**src/rtl/arbitro_alu.sv**
```systemverilog
// Round-robin arbiter that shares one combinational ALU and its flag controller
// between two requesters, holding operands for LAT cycles before capturing results.
module arbitro_alu #(
    parameter int ancho = 3,
    parameter int LAT   = 1
) (
    input  logic             clk,
    input  logic             rst,
    input  logic             req0,
    input  logic [ancho:0]   a0,
    input  logic [ancho:0]   b0,
    input  logic [1:0]       op0,
    input  logic             s0,
    input  logic             req1,
    input  logic [ancho:0]   a1,
    input  logic [ancho:0]   b1,
    input  logic [1:0]       op1,
    input  logic             s1,
    output logic             gnt0,
    output logic             gnt1,
    output logic             done0,
    output logic             done1,
    output logic [ancho:0]   res_out,
    output logic [3:0]       flags_out,
    output logic [3:0]       status,
    output logic             busy,
    output logic [ancho:0]   alu_a,
    output logic [ancho:0]   alu_b,
    output logic [1:0]       alu_op,
    input  logic [ancho:0]   alu_res,
    input  logic             alu_n,
    input  logic             alu_z,
    input  logic             alu_c,
    input  logic             alu_v
);

    localparam logic [0:0] INACTIVO = 1'b0;
    localparam logic [0:0] EJECUTA  = 1'b1;
    localparam logic [3:0] CNT_INI  = 4'(LAT - 1);

    logic [0:0]            estado;
    logic                  ultimo;
    logic                  dueno;
    logic                  s_q;
    logic [3:0]            cnt;
    logic                  gana;

    // Requester operands gathered so the winner simply indexes them.
    logic [1:0][ancho:0]   opa;
    logic [1:0][ancho:0]   opb;
    logic [1:0][1:0]       opc;
    logic [1:0]            sel_s;

    assign opa   = {a1, a0};
    assign opb   = {b1, b0};
    assign opc   = {op1, op0};
    assign sel_s = {s1, s0};

    // On a tie the requester that did not win last time goes first.
    assign gana = (req0 && req1) ? ~ultimo : req1;
    assign busy = (estado == EJECUTA);

    always_ff @(posedge clk) begin
        if (!rst) begin
            estado    <= INACTIVO;
            ultimo    <= 1'b1;
            dueno     <= 1'b0;
            s_q       <= 1'b0;
            cnt       <= 4'd0;
            gnt0      <= 1'b0;
            gnt1      <= 1'b0;
            done0     <= 1'b0;
            done1     <= 1'b0;
            alu_a     <= '0;
            alu_b     <= '0;
            alu_op    <= 2'd0;
            res_out   <= '0;
            flags_out <= 4'd0;
            status    <= 4'd0;
        end else begin
            gnt0  <= 1'b0;
            gnt1  <= 1'b0;
            done0 <= 1'b0;
            done1 <= 1'b0;
            case (estado)
                INACTIVO: begin
                    if (req0 || req1) begin
                        alu_a  <= opa[gana];
                        alu_b  <= opb[gana];
                        alu_op <= opc[gana];
                        s_q    <= sel_s[gana];
                        dueno  <= gana;
                        ultimo <= gana;
                        cnt    <= CNT_INI;
                        gnt0   <= ~gana;
                        gnt1   <= gana;
                        estado <= EJECUTA;
                    end
                end
                EJECUTA: begin
                    if (cnt != 4'd0) begin
                        cnt <= cnt - 4'd1;
                    end else begin
                        res_out   <= alu_res;
                        flags_out <= {alu_n, alu_z, alu_c, alu_v};
                        if (s_q)
                            status <= {alu_n, alu_z, alu_c, alu_v};
                        done0  <= ~dueno;
                        done1  <= dueno;
                        estado <= INACTIVO;
                    end
                end
                default: estado <= INACTIVO;
            endcase
        end
    end

endmodule

```
**config.mk**
```make
export PLATFORM = sky130hd
export DESIGN_NAME = arbitro_alu
export DESIGN_NICKNAME = d
export VERILOG_FILES = /design/src/rtl/arbitro_alu.sv
export SDC_FILE = /design/constraint.sdc
export NUM_CORES = 1
export LEC_CHECK = 0
export CAP_MARGIN = 20
export CORE_UTILIZATION = 43
export CTS_BUF_LIST = sky130_fd_sc_hd__clkbuf_8
export DETAILED_ROUTE_END_ITERATION = 8
export GPL_TIMING_DRIVEN = 0
export PLACE_DENSITY = 0.79
export SYNTH_ARGS = -nofsm -noshare
export SYNTH_HDL_FRONTEND = slang
export SYNTH_SLANG_ARGS = --single-unit
```
**constraint.sdc**
```tcl
create_clock -name clk -period 1.7 [get_ports clk]
set_input_delay 0.17 -clock clk [delete_from_list [all_inputs] [get_ports clk]]
set_output_delay 0.17 -clock clk [all_outputs]
set_load 0.005 [all_outputs]
```
# After elaboration in Yosys (flattened, before gate mapping)
# Cells that the tools add are included.
# totals
reg_bits,34
inputBits,34
wordCells,50
# classes
addsub,1
order_cmp,1
eq_ne,2
muxes,15
n_bitwise,7
n_reduce_logical,9
# op_table
operator,count
$mux W4,6
$pmux W4 S2,1
$not A1 Y1,7
$reduce_and A2 Y1,3
$reduce_or A3 Y1,2
$mux W1,5
$mux W2,2
$reduce_bool A4 Y1,1
$sub A4 B1 Y4 const B,1
$reduce_and A3 Y1,1
$lt A1 B2 Y1 const B,1
$ne A2 B1 Y1 const B,1
$ne A2 B2 Y1 const B,1
$pmux W1 S2,1
$logic_and A1 B1 Y1,1
$logic_or A1 B1 Y1,1

# Depth between registers and ports, before layout
# Gate-level depths: netlist (run 1).
# depth
ltp_word,4
mapped_depth,6

# Least setup slack after synthesis (run 1)
# No wires, ideal clock.
# synth_path
path_kind,register -> register
start,register cnt[0]
end,register flags_out[0]
setup_ps,128
t_arrival_ps,1158
required_time_ps,1572
slack_ps,414
path_stages_with_launch,7
n_path_buf,1
synth_period_minus_slack_ps,1286
path_cell_list,dfxtp_1 -> inv_1 -> ha_1 -> and4bb_4 -> buf_6 -> mux2i_1 -> nor2_1
# synth_via
elab_chain_len,3
# synth_rtl
item,line,rtl
from (decl),45,logic [3:0] cnt;
from (signal assigned),102,cnt <= cnt - 4'd1;
$reduce_bool A4 Y1,101,if (cnt != 4'd0) begin
$not A1 Y1 (no source line),n/a,
$reduce_and A2 Y1 (no source line),n/a,
to (signal assigned),105,"flags_out <= {alu_n, alu_z, alu_c, alu_v};"
to (decl),24,"output logic [3:0] flags_out,"
# No other way between the ends.
# A chain may end at the register's enable or synchronous reset.

# Worst setup path after layout (run 1)
# layout_path
start,register cnt[0]
end,register flags_out[1]
# Same word-level chain as after synthesis.

==> metrics, run 1 <==
Hold Buf Count CTS=0; clock tree buffer depth=2; Iteration-0 DRC Markers=33; EDFF count, synth=0; Clock Latency Late Sink=slightly below 0.3 ns; final core utilization=0.695; crit-path max cell delay=around 0.32 ns; crit path max fanout=10; Worst Hold Launch=dueno; detailed placement HPWL=approximately 2600 um; fraction of registers with async set/reset=0; total CTS buffers=5; Net Count, Synth=~190; worst setup path start=cnt[0]; Final setup viols=0; FMAX=approximately 680 MHz; grt ovf=0; Tightest Pin Transition=0.421 ns; layout cells sized above 1=0.0814; H-tree level count=2; Worst-path clk slew=approximately 0.070 ns; Rel. slew slack=0.720; Setup CP Type=reg2reg; largest net degree at the start of global routing=11; Most used DFF post-synth=dfxtp_1; Net count, final=roughly 260; synth top area cells=dfxtp_1 49%, mux2i_1 9.5%, nand2_1 9.0%; first-pass GRT wire length=~5700 um; Residual DRC=0; arrival time of the worst setup path=between 1.5 and 2 ns; WL/cell=13.1 um; Peak VDD IR=about 0.0005 V; FILL cells=about 270; hold slack=0.415 ns; crit start category=register; vias in the first global route=1332; area grow syn2layout=54.3%; via count=approximately 1300; delay-heaviest family, CP=simple AND/OR/NAND/NOR gates; initial core utilization=0.451; Worst Setup End Kind=register; WP buf/inv=2; sequential share of the synthesized area=0.495; Ys Warns=0; GP Congestion=0.710; drt total wl=between 3000 and 4000 um; Slew Limit Fails=0; hold crit path type=reg2reg; crit share post-route=0.871; max_cap viols=0; die width=~59 um; GRT Overall Usage=0.226; Port Buffer Count=60; slowest CP cell=dfxtp_1; Die ar.=3430 um2; Mapped Cells=about 150; CP required=around 1.9 ns; total power=roughly 1.9 mW; Worst Skew=between 0.006 and 0.007 ns; Yosys reg bits=34; Die H=between 50 and 60 um; area leader, netlist=dfxtp_1; area share of the largest cell type after synthesis=0.495; Final min period=1.48 ns; initial antenna violation count=0; # clock sinks=34; Hold Fails Final Rpt=0; Vias/cell=5.02; run status=finished clean; Core ar.=3050 um2; I/O Pins=61; Final TNS setup=0 ns; DRT Pass-1 Iters=4; CTS tree=yes; Routed Antenna Nets=0; Antenna Cells=0; Cell Pwr Density=just under 900 nW/um2; synth unique cells=32; root buf cell=clkbuf_8; Resized cells post-CTS=0; worst r2r src=cnt[0]; Post-CTS Setup Repair Bufs=0; FP Rows=20; syn_area_per_cell=about 9.0 um2; Leak=between 0.8 and 0.9 nW; unrepaired setup endpoints after global routing=no; Mapped Area=~1400 um2; CP Cell Sequence=inv_1 > ha_1 > and4bb_4 > buf_6 > mux2i_1 > nor2_1
==> state kept, by name, summed over array words and instances (netlist names), 2 cells and up <==
| signal | count |
|---|---|
| alu_a | 4 |
| alu_b | 4 |
| alu_op | 2 |
| cnt | 4 |
| flags_out | 4 |
| res_out | 4 |
| status | 4 |
==> cell usage in the layout, fill, tap and decap left out, types with 2 or more instances in the layout <==
| cell | netlist | routed |
|---|---|---|
| nor3_1 | 4 | 4 |
| inv_1 | 4 | 5 |
| buf_6 | 2 | 2 |
| buf_1 | 2 | 2 |
| clkbuf_8 | 0 | 6 |
| mux2i_1 | 13 | 13 |
| dfxtp_1 | 34 | 34 |
| buf_2 | 2 | 2 |
| nand2_1 | 33 | 33 |
| nand2b_1 | 3 | 3 |
| buf_4 | 2 | 2 |
| a21oi_1 | 2 | 2 |
| nor2_1 | 11 | 11 |
| clkdlybuf4s50_1 | 0 | 60 |
| o21ai_1 | 5 | 5 |
| o21ai_0 | 8 | 8 |
| a31oi_1 | 11 | 11 |
==> worst reg2reg max path, stage by stage, from the launching register on <==
cell and delay, ns:
dfxtp_1 0.32, inv_1 0.09, ha_1 0.21, and4bb_4 0.28
buf_6 0.17, mux2i_1 0.22, nor2_1 0.07
==> stage by stage <==
| step | worst slack (ns) | instance area, um2 | std cells |
|---|---|---|---|
| after floorplan | 0.414 | 1380 | 153 |
| after global placement | 0.191 | 2030 | 257 |
| after detailed placement | 0.156 | 2030 | 257 |
| after CTS | 0.203 | 2120 | 265 |
| after global routing | 0.125 | 2120 | 265 |
| final | 0.220 | 2120 | 265 |
==> worst paths after layout <==
path                  endpoint  slack (ns)  depth (start not counted)
setup reg to reg  flags_out[1]        0.22                          6
hold reg to reg          done0        0.42                          1
setup / recovery  flags_out[1]        0.22                          6
hold / removal           done0        0.42                          1
==> layer usage <==
metal,up-vias,share of wire,GRT usage
li1,653,-,-
met4,0,0.014,0.0714
met5,-,0,0
met1,614,0.41,0.244
met2,57,0.50,0.409
met3,6,0.081,0.0835
==> layout make-up <==
| type | instances | area (um2) | area share |
|---|---|---|---|
| clock buffer | 6 | 82.6 | 0.0389 |
| inverter | 4 | 15.0 | 0.00707 |
| tap | 44 | 55.1 | 0.0259 |
| buffer | 9 | 58.8 | 0.0277 |
| sequential | 34 | 681 | 0.321 |
| multi-input combinational | 106 | 622 | 0.293 |
| clock inverter | 2 | 8.76 | 0.00412 |
| timing repair buffer | 60 | 601 | 0.283 |
==> synth_stat cells, types with 2 or more instances <==
cell type  count
buf_4          2
nor3_1         4
a21oi_1        2
o21ai_1        5
buf_1          2
a31oi_1       11
buf_6          2
nor2_1        11
mux2i_1       13
buf_2          2
o21ai_0        8
nand2b_1       3
inv_1          4
dfxtp_1       34
nand2_1       33
==> kinds of logic (layout without fill, tap and decap cells) <==
family | Yosys count | count (layout) | synth area share
buffers and inverters | 13 | 81 | 0.0536
flip-flops | 34 | 34 | 0.495
AND/OR/NAND/NOR | 59 | 59 | 0.195
multiplexers | 13 | 13 | 0.0945
adder cells (fa/ha/maj) | 1 | 1 | 0.00909
AO/OA/AOI/OAI | 33 | 33 | 0.153
==> power by group <==
part / switching, mW / internal [mW]
clock: 0.291 / 0.321
combinational: 0.149 / 0.234
sequential: 0.0301 / 0.858
total: 0.471 / 1.41
No activity file was read; power rests on OpenSTA's default activity.
==> inputs of run 2 (changes only) <==
--- a/config.mk
+++ b/config.mk
@@ -6,11 +6,12 @@
 export NUM_CORES = 1
 export LEC_CHECK = 0
 export CAP_MARGIN = 20
-export CORE_UTILIZATION = 43
-export CTS_BUF_LIST = sky130_fd_sc_hd__clkbuf_8
+export CORE_UTILIZATION = 41
+export CTS_BUF_LIST = sky130_fd_sc_hd__clkbuf_16
 export DETAILED_ROUTE_END_ITERATION = 8
+export GPL_ROUTABILITY_DRIVEN = 0
 export GPL_TIMING_DRIVEN = 0
-export PLACE_DENSITY = 0.79
+export PLACE_DENSITY = 0.76
 export SYNTH_ARGS = -nofsm -noshare
 export SYNTH_HDL_FRONTEND = slang
 export SYNTH_SLANG_ARGS = --single-unit
==> constraint.sdc (replaced) <==
create_clock -name clk -period 1.7 [get_ports clk]
set_input_delay 0.17 -clock clk [delete_from_list [all_inputs] [get_ports clk]]
set_output_delay 0.17 -clock clk [all_outputs]
set_load 0.01 [all_outputs]
==> run 2 against run 1 <==
  * Routed wire length is 3.6% lower
  * First-iteration DRC count rose by 36%
  * Global-route usage shrank 1.6 points
  * Via count down 2.3%
  * Utilization decreased by 0.19 points
  * Setup slack improved by 0.019 ns
  * Critical path depth unchanged
  * Combinational power is 5.2% higher
  * Sequential share of layout area shrank 0.68 points
  * Clock skew fell by 0.0024 ns
  * Largest cell class unchanged
  * Highest routed layer unchanged
==> metrics, run 2 (same netlist as run 1, synthesis figures left out) <==
run status=finished clean; Setup CP Type=reg2reg; via count=1300; die width=59.9 um; detailed placement HPWL=between 2000 and 2500 um; total CTS buffers=5; Die ar.=~3600 um2; Final min period=roughly 1.5 ns; Slew Limit Fails=0; dpl cells=roughly 260; initial antenna violation count=0; max_cap viols=0; Worst Skew=approximately 0.0037 ns; # clock sinks=34; CP required=1.85 ns; drt total wl=between 3000 and 4000 um; GR Util met2=0.352; Rel. slew slack=0.719; largest net degree at the start of global routing=11; unrepaired setup endpoints after global routing=no; post-place setup slack=~0.15 ns; crit path max fanout=10; CTS tree=yes; commonest cells after routing, fill and taps aside=60 x clkdlybuf4s50_1, 34 x dfxtp_1, 33 x nand2_1; DRT Pass-1 Iters=4; GR met3 Demand/Resource=0.0736; hold crit path type=reg2reg; CP Cell Sequence=inv_1 > ha_1 > and4bb_4 > buf_6 > mux2i_1 > nor2_1; register area=approximately 700 um2; vias in the first global route=~1300; Final setup viols=0; Cell Pwr Density=just under 1000 nW/um2; Net count, final=around 260; crit share post-route=0.859; Antenna Cells=0; Worst Setup End Kind=register; crit-path max cell delay=~0.31 ns; Post-CTS Setup Repair Bufs=0; initial core utilization=0.440; Peak VDD IR=0.000525 V; most common cell after layout, fill and taps aside=clkdlybuf4s50_1; Clock Latency Late Sink=0.28 ns; H-tree level count=2; Vias/cell=slightly below 5; Port Buffer Count=60; worst reg-to-reg setup slack=roughly 0.24 ns; Routed Antenna Nets=0; clock tree buffer depth=2; WL/cell=around 13 um; Resized cells post-CTS=0; Hold Fails Final Rpt=0; FMAX=between 600 and 700 MHz; FILL cells=about 270; Residual DRC=0; final core utilization=0.694; Iteration-0 DRC Markers=45; crit start category=register; root buf cell=clkbuf_16; I/O Pins=61; Core ar.=3130 um2; layout cells sized above 1=0.0769; Leak=between 0.8 and 0.9 nW; Non-Filler Instances=around 270; GRT Overall Usage=0.210; Final TNS setup=0 ns; grt peak-use layer=met2; multi-input logic area=622 um2; FP Rows=20; first-pass GRT wire length=~5500 um; Hold Buf Count CTS=0; Worst-path clk slew=0.05 ns; grt ovf=0; Final WS setup=~0.24 ns; area grow syn2layout=57.6%; Tightest Pin Transition=around 0.42 ns; Die H=59.9 um; met1 Use GR=0.225; slowest CP cell=dfxtp_1; arrival time of the worst setup path=approximately 1.6 ns
-- run 2: report_power, final --
part	switching, mW	internal [mW]	leakage (nW)
Sequential	0.0293	0.859	0.279
Clock	0.319	0.528	0.0724
Combinational	0.168	0.235	0.520
Total	0.516	1.62	0.872
-- run 2: critical path: cells and delay by family, from the launching register on --
kind          cells  cell delay [ns]
simple gates      2             0.34
flops             1             0.31
buf+inv           2             0.26
mux               1             0.22
fa+ha+maj         1             0.21
-- run 2: stage by stage --
step                      hold slack (ns)  total power, mW  instance area [um2]
after floorplan                     0.308             1.09                 1380
after global placement              0.397             1.30                 2030
after detailed placement            0.411             1.31                 2030
after CTS                           0.420             2.16                 2170
after global routing                0.429             2.22                 2170
final                               0.419             2.14                 2170
-- run 2: layout make-up --
class	instances	share of cell area
tap	44	0.0254
clock buffer	5	0.0577
multi-input combinational	106	0.287
inverter	4	0.00692
clock inverter	3	0.00577
timing repair buffer	60	0.277
buffer	9	0.0271
sequential	34	0.314
-- run 2: worst paths after layout --
check | startpoint | end | cells after the start
setup / recovery | cnt[0] | flags_out[3] | 6
hold / removal | dueno | done0 | 1
setup reg to reg | cnt[0] | flags_out[3] | 6
hold reg to reg | dueno | done0 | 1
-- run 2: metal layers --
metal | share of wire | vias up
met2 | 0.47 | 60
met3 | 0.093 | 7
met5 | 0 | -
met4 | 0.027 | 0
li1 | - | 655
met1 | 0.41 | 578
==> variant 1, RTL diff (flow settings as in run 2) <==
Reset style: asynchronous (`rst`), changed in one clocked block.
--- a/src/rtl/arbitro_alu.sv
+++ b/src/rtl/arbitro_alu.sv
@@ -60,7 +60,7 @@
     assign gana = (req0 && req1) ? ~ultimo : req1;
     assign busy = (estado == EJECUTA);
 
-    always_ff @(posedge clk) begin
+    always_ff @(posedge clk or negedge rst) begin
         if (!rst) begin
             estado    <= INACTIVO;
             ultimo    <= 1'b1;
Formal check against the unedited RTL: differs if rst is asserted again (counterexample within 4 cycles, from zero or initial values and one cycle with rst low); with rst held inactive, the same outputs for 10 cycles.
==> variant 1 against run 2 <==
Sequential share of layout area rose by 7.4 points; final area rose by 1.3%; die area rose by 2.3%; area after synthesis rose by 2.4%; sequential cell count did not move; clock power fell by 5.3%; combinational power rose by 82%; count of clock-buffer cells in the layout did not move; power rose by 22%; wire length fell by 4.0%; critical endpoint is now res_out[0]; setup slack got worse by 0.13 ns; worst hold slack improved by 0.014 ns; critical path type unchanged.
==> variant 1: results (changes against run 2) <==
** Min path
- Hold_sp :: a0[1]
- The path class of the tightest hold or removal check is primary input to register.
- Worst Hold Depth :: 3 (+2)

** Power
- The leakage power summed over all cells came to 0.9628 nW (+10%).
- Peak supply drop :: 1.023 mV (+95%)

** Global routing
- The global-route wire length before repair was 5313 um (-2.5%).
- Maximum number of pins on one net before global-route repair :: 35 (+24)

** Final layout
- Final net count :: 225 (-12%)
- Proportion of layout cells with a drive suffix above 1 :: 0.1481 (+0.07123)

** Placed design
- The post-detailed-placement half-perimeter wirelength was 2453 um (-0.32%).
- The total cell area at the placement stage was 2059 um^2 (+1.4%).
- Worst-case setup slack after placement :: 0.08020 ns (-0.07125 ns)

** Yosys
- The share of the yosys chip area belonging to registers was 0.6048 (+0.1103).
- The mean instance size in the synthesized netlist came to 11.55 um^2 (+28%).
- Total nets after synthesis :: 157 (-16%)
- Number of distinct library cells after synthesis :: 26 (-19%)
- The commonest cells after synthesis are 33 x sky130_fd_sc_hd__dfrtp_1, 17 x sky130_fd_sc_hd__a21oi_1, 16 x sky130_fd_sc_hd__nand2_1.
- Cells taking the most area after synthesis :: sky130_fd_sc_hd__dfrtp_1 59%, sky130_fd_sc_hd__mux2_2 9.6%, sky130_fd_sc_hd__a21oi_1 6.0%
- The share of synthesized flip-flops with an asynchronous set or reset is 1.000 (+1.000).

** Timing
- Worst setup skew after layout :: 0.001868 ns (-0.001856 ns)
- The relative slew slack is 0.5198 (-0.1988).

** Clocking
- CTS clock-pin slew for the worst setup and hold paths :: 0.05 ns (about the same)
- The post-CTS repair timing setup buffer count was 0 (unchanged).
- Max H-tree Level :: 2 (unchanged)
- The total of hold buffers inserted after clock tree synthesis came to 1 (+1).

** Routing
- The count of routing violations after the opening detailed-route iteration was 13 (-71%).
- WL final :: 3215 um (-4.0%)
- The number of vias after detailed routing was 1,177 (-9.5%).
- Routed length per placed instance :: 13.80 um (+9.2%)

** Setup path
- Worst Reg2Reg Path Length in Cells :: 5 (-1)
- Delay of the slowest cell on the worst path :: 0.39 ns (+0.08 ns)
- Worst reg2reg startpoint :: cnt[0]
- Cell at the slowest stage of the critical path :: sky130_fd_sc_hd__dfrtp_1
- The data arrival time of the critical path was 1.74 ns (+0.13 ns).

** Status
- Status :: complete, no violations
[variant 1: changes by cell type in the layout (fill, tap and decap cells not counted), moves of 3 or more]
| cell | change |
|---|---|
| sky130_fd_sc_hd__a21oi_1 | +15 |
| sky130_fd_sc_hd__a31oi_1 | -10 |
| sky130_fd_sc_hd__a32oi_1 | +3 |
| sky130_fd_sc_hd__dfrtp_1 | +33 |
| sky130_fd_sc_hd__dfxtp_1 | -34 |
| sky130_fd_sc_hd__mux2_2 | +12 |
| sky130_fd_sc_hd__mux2i_1 | -11 |
| sky130_fd_sc_hd__nand2_1 | -17 |
| sky130_fd_sc_hd__nand3_1 | +5 |
| sky130_fd_sc_hd__nor3_1 | -4 |
| sky130_fd_sc_hd__o21ai_0 | -7 |
| sky130_fd_sc_hd__o21ai_1 | -4 |
[variant 1: critical path: cells and delay by family, from the launching register on]
family	cells	cell delay [ns]
muxes	1	0.35
buffers and inverters	2	0.25
adders and majority gates	1	0.20
DFF	1	0.39
and+or+nand+nor	1	0.27
[variant 1: kinds of logic (layout without fill, tap and decap cells)]
kind of cell	count (synthesis)	in the layout	synth area share
muxes	14	14	0.1101
adders and majority gates	1	1	0.008880
and+or+nand+nor	36	36	0.1164
DFF	34	34	0.6048
AOI/OAI and AO/OA	29	29	0.1288
buffers and inverters	8	75	0.03108
[variant 1: area by class of cell]
cell class	count	area, um^2
plain buffers	5	32.53
clock buffers	5	125.1
clock inverters	1	3.754
fillers	246	954.7
inverters	3	11.26
multi-input cells	80	513.0
flip-flops and latches	34	852.1
well taps	44	55.05
repair buffers	61	605.6
[variant 1: worst max path at each step]
stage | start | end | slack [ns] | cells after the start
global placement | rst | flags_out[0] | -0.17 | 1
finish | cnt[0] | res_out[0] | 0.11 | 5
CTS | cnt[0] | res_out[0] | 0.11 | 5
floorplan | cnt[0] | flags_out[0] | 0.25 | 5
global route | cnt[0] | res_out[0] | 0.02 | 5
detailed placement | req0 | cnt[0] | 0.08 | 5
[variant 1: layer usage]
| layer | wire, um | GRT usage | up-vias |
|---|---|---|---|
| li1 | - | - | 560 |
| met2 | 1695 | 0.3454 | 33 |
| met5 | 0 | 0 | - |
| met1 | 1317 | 0.2338 | 579 |
| met4 | 29 | 0.07792 | 0 |
| met3 | 173 | 0.06823 | 5 |
[variant 1: per-stage QoR]
step	util	hold slack [ns]	setup TNS, ns
after floorplan	-	-0.1256	0
after global placement	0.6548	0.4370	-5.417
after detailed placement	0.6532	0.2730	0
after CTS	0.6972	0.4343	0
after global routing	0.6972	0.4532	0
final	0.6972	0.4327	0
[variant 1: report_power, final]
part           total, mW  internal [mW]  switching (mW)
clock network      0.802          0.518           0.284
registers           1.06          0.975          0.0883
logic              0.733          0.442           0.291
total               2.60           1.93           0.664
==> variant 2, RTL diff (config.mk and constraints of run 2) <==
Without the edit above. The parameter `ancho` goes from 3 to 2.
--- a/src/rtl/arbitro_alu.sv
+++ b/src/rtl/arbitro_alu.sv
@@ -1,7 +1,7 @@
 // Round-robin arbiter that shares one combinational ALU and its flag controller
 // between two requesters, holding operands for LAT cycles before capturing results.
 module arbitro_alu #(
-    parameter int ancho = 3,
+    parameter int ancho = 2,
     parameter int LAT   = 1
 ) (
     input  logic             clk,
Ports: changed (8 resized); port bits go from 61 to 53. No check against the original RTL was run, so the function may have changed too.
==> variant 2 against run 2 <==
Die area shrank 4.8%; sequential cell count fell by 3; wire length is 1.8% lower; non-clock buffer count is 8 lower; cell count fell by 7.2%; power decreased by 9.3%; final area shrank 7.3%; critical path depth increased by 1; worst hold slack worse by 0.13 ns; clock skew shrank 0.00095 ns; setup slack got worse by 0.076 ns; area after synthesis shrank 5.0%; critical endpoint is now status[1]; highest routed layer unchanged.
==> variant 2: results (changes against run 2) <==
** Power
- The leakage power summed over all cells was 0.7865 nW (-9.8%).
- The maximum vdd ir drop was 0.4680 mV (-11%).

** Routing
- Iteration-0 DRC Markers :: 42 (-6.7%)
- The number of vias after detailed routing is 1,223 (-5.9%).
- The routed wire length was 3290 um (-1.8%).
- Number of detailed-routing iterations run before antenna repair :: 4 (unchanged)

** Yosys
- Leading cell types by count after synthesis :: 31 x sky130_fd_sc_hd__dfxtp_1, 18 x sky130_fd_sc_hd__a21oi_1, 17 x sky130_fd_sc_hd__nand2_1
- The share of the yosys chip area belonging to registers was 0.4746 (-0.01990).
- Gate count of the mapped netlist :: 143 (-6.5%)
- The post-synth net total was 173 (-8.0%).
- Ranked by total cell area, the synthesized netlist is headed by sky130_fd_sc_hd__dfxtp_1 47%, sky130_fd_sc_hd__a21oi_1 6.9%, sky130_fd_sc_hd__mux2i_1 6.9%.

** Global routing
- The via count of the first global-routing pass is 1,202 (-7.5%).
- The total global-route track usage was 0.2062 (-0.004025).
- Wire length of the first global-routing pass :: 5299 um (-2.8%)

** Placed design
- The total cell area at the placement stage came to 1873 um^2 (-7.8%).
- Worst-case setup slack after placement :: 0.03438 ns (-0.1171 ns)
- Cell count after placement :: 238 (-7.4%)
- The post-detailed-placement half-perimeter wirelength was 2481 um (+0.83%).
- Buffers on Ports :: 51 (-15%)

** Min path
- Worst Hold Class :: primary input to register

** Final layout
- The fraction of final layout cells with drive strength greater than 1 came to 0.09406 (+0.01714).
- # diodes :: 0 (unchanged)
- The number of fillers in the final layout is 259 (-3.7%).
- The post-layout instance count excluding filler cells came to 246 (-7.2%).
- Final net count :: 231 (-9.4%)

** Timing
- Slew HR :: 0.6770 (-0.04154)
- The time the final worst path needs with I/O delays and setup is 1.536 ns (+0.07579 ns).
- The total count of max-transition violations in the final report is 0 (unchanged).
- The worst hold slack after final layout is 0.2852 ns (-0.1338 ns).
- The final worst clock skew was 0.002774 ns (-0.0009507 ns).
- The number of setup violations in the final report was 0 (unchanged).

** Setup path
- The minimum setup slack among reg-to-reg paths came to 0.16 ns (-0.08 ns).
- Delay of the slowest cell on the worst path :: 0.36 ns (+0.05 ns)
- The data arrival time of the critical path is 1.74 ns (+0.13 ns).

** Clocking
- The level count of the clock H-tree was 2 (unchanged).

** Status
- Status :: complete, no violations
==> variant 2: changes by cell type after synthesis, sizes merged, moves of 4 or more <==
cell,change
mux2i,-4
nand4,+4
nand2,-16
nor2,-8
buf,-4
nor2b,+7
a21oi,+16
a31oi,-11
clkbuf,+5
==> variant 2: final cells by class <==
class	instances	area share
clock buffer	5	0.06223
multi-input combinational	98	0.3018
timing repair buffer	51	0.2539
sequential	31	0.3086
inverter	4	0.007467
clock inverter	3	0.006223
tap	44	0.02738
buffer	10	0.03236
==> variant 2: final timing paths <==
kind / startpoint / end / depth (start not counted)
max: cnt[0] / status[1] / 7
max reg2reg: cnt[0] / status[1] / 7
min reg2reg: dueno / done0 / 1
min: rst / status[3] / 3
==> variant 2: per-layer routing <==
layer / global-route usage / wire (um) / vias to the layer above
met1: 0.2325 / 1390 / 560
met5: 0 / 0 / -
met3: 0.03516 / 114 / 13
met2: 0.3629 / 1676 / 37
met4: 0.1259 / 108 / 0
li1: - / - / 613
==> variant 2: cells by family (layout without fill, tap and decap cells) <==
| logic type | after synthesis | after routing | synth area share |
|---|---|---|---|
| compound gates | 44 | 44 | 0.2086 |
| fa+ha+maj | 1 | 1 | 0.009568 |
| buf+inv | 14 | 73 | 0.06123 |
| flops | 31 | 31 | 0.4746 |
| mux | 9 | 9 | 0.06890 |
| simple gates | 44 | 44 | 0.1770 |
==> variant 2: report_power, final <==
| group | internal (mW) | total [mW] | switching (mW) |
|---|---|---|---|
| Sequential | 0.776 | 0.805 | 0.0281 |
| Combinational | 0.188 | 0.330 | 0.141 |
| Clock | 0.526 | 0.805 | 0.279 |
==> variant 2: per-stage QoR <==
stage	utilization	power [mW]
floorplan	-	0.9655
global placement	0.6186	1.136
detailed placement	0.6186	1.146
CTS	0.6641	1.955
global route	0.6641	2.028
finish	0.6641	1.940
==> variant 2: critical path, delay by kind of cell (launching register included) <==
kind | cells | cell delay (ns)
flops | 1 | 0.36
fa+ha+maj | 1 | 0.23
simple gates | 2 | 0.40
buf+inv | 3 | 0.36
compound gates | 1 | 0.13
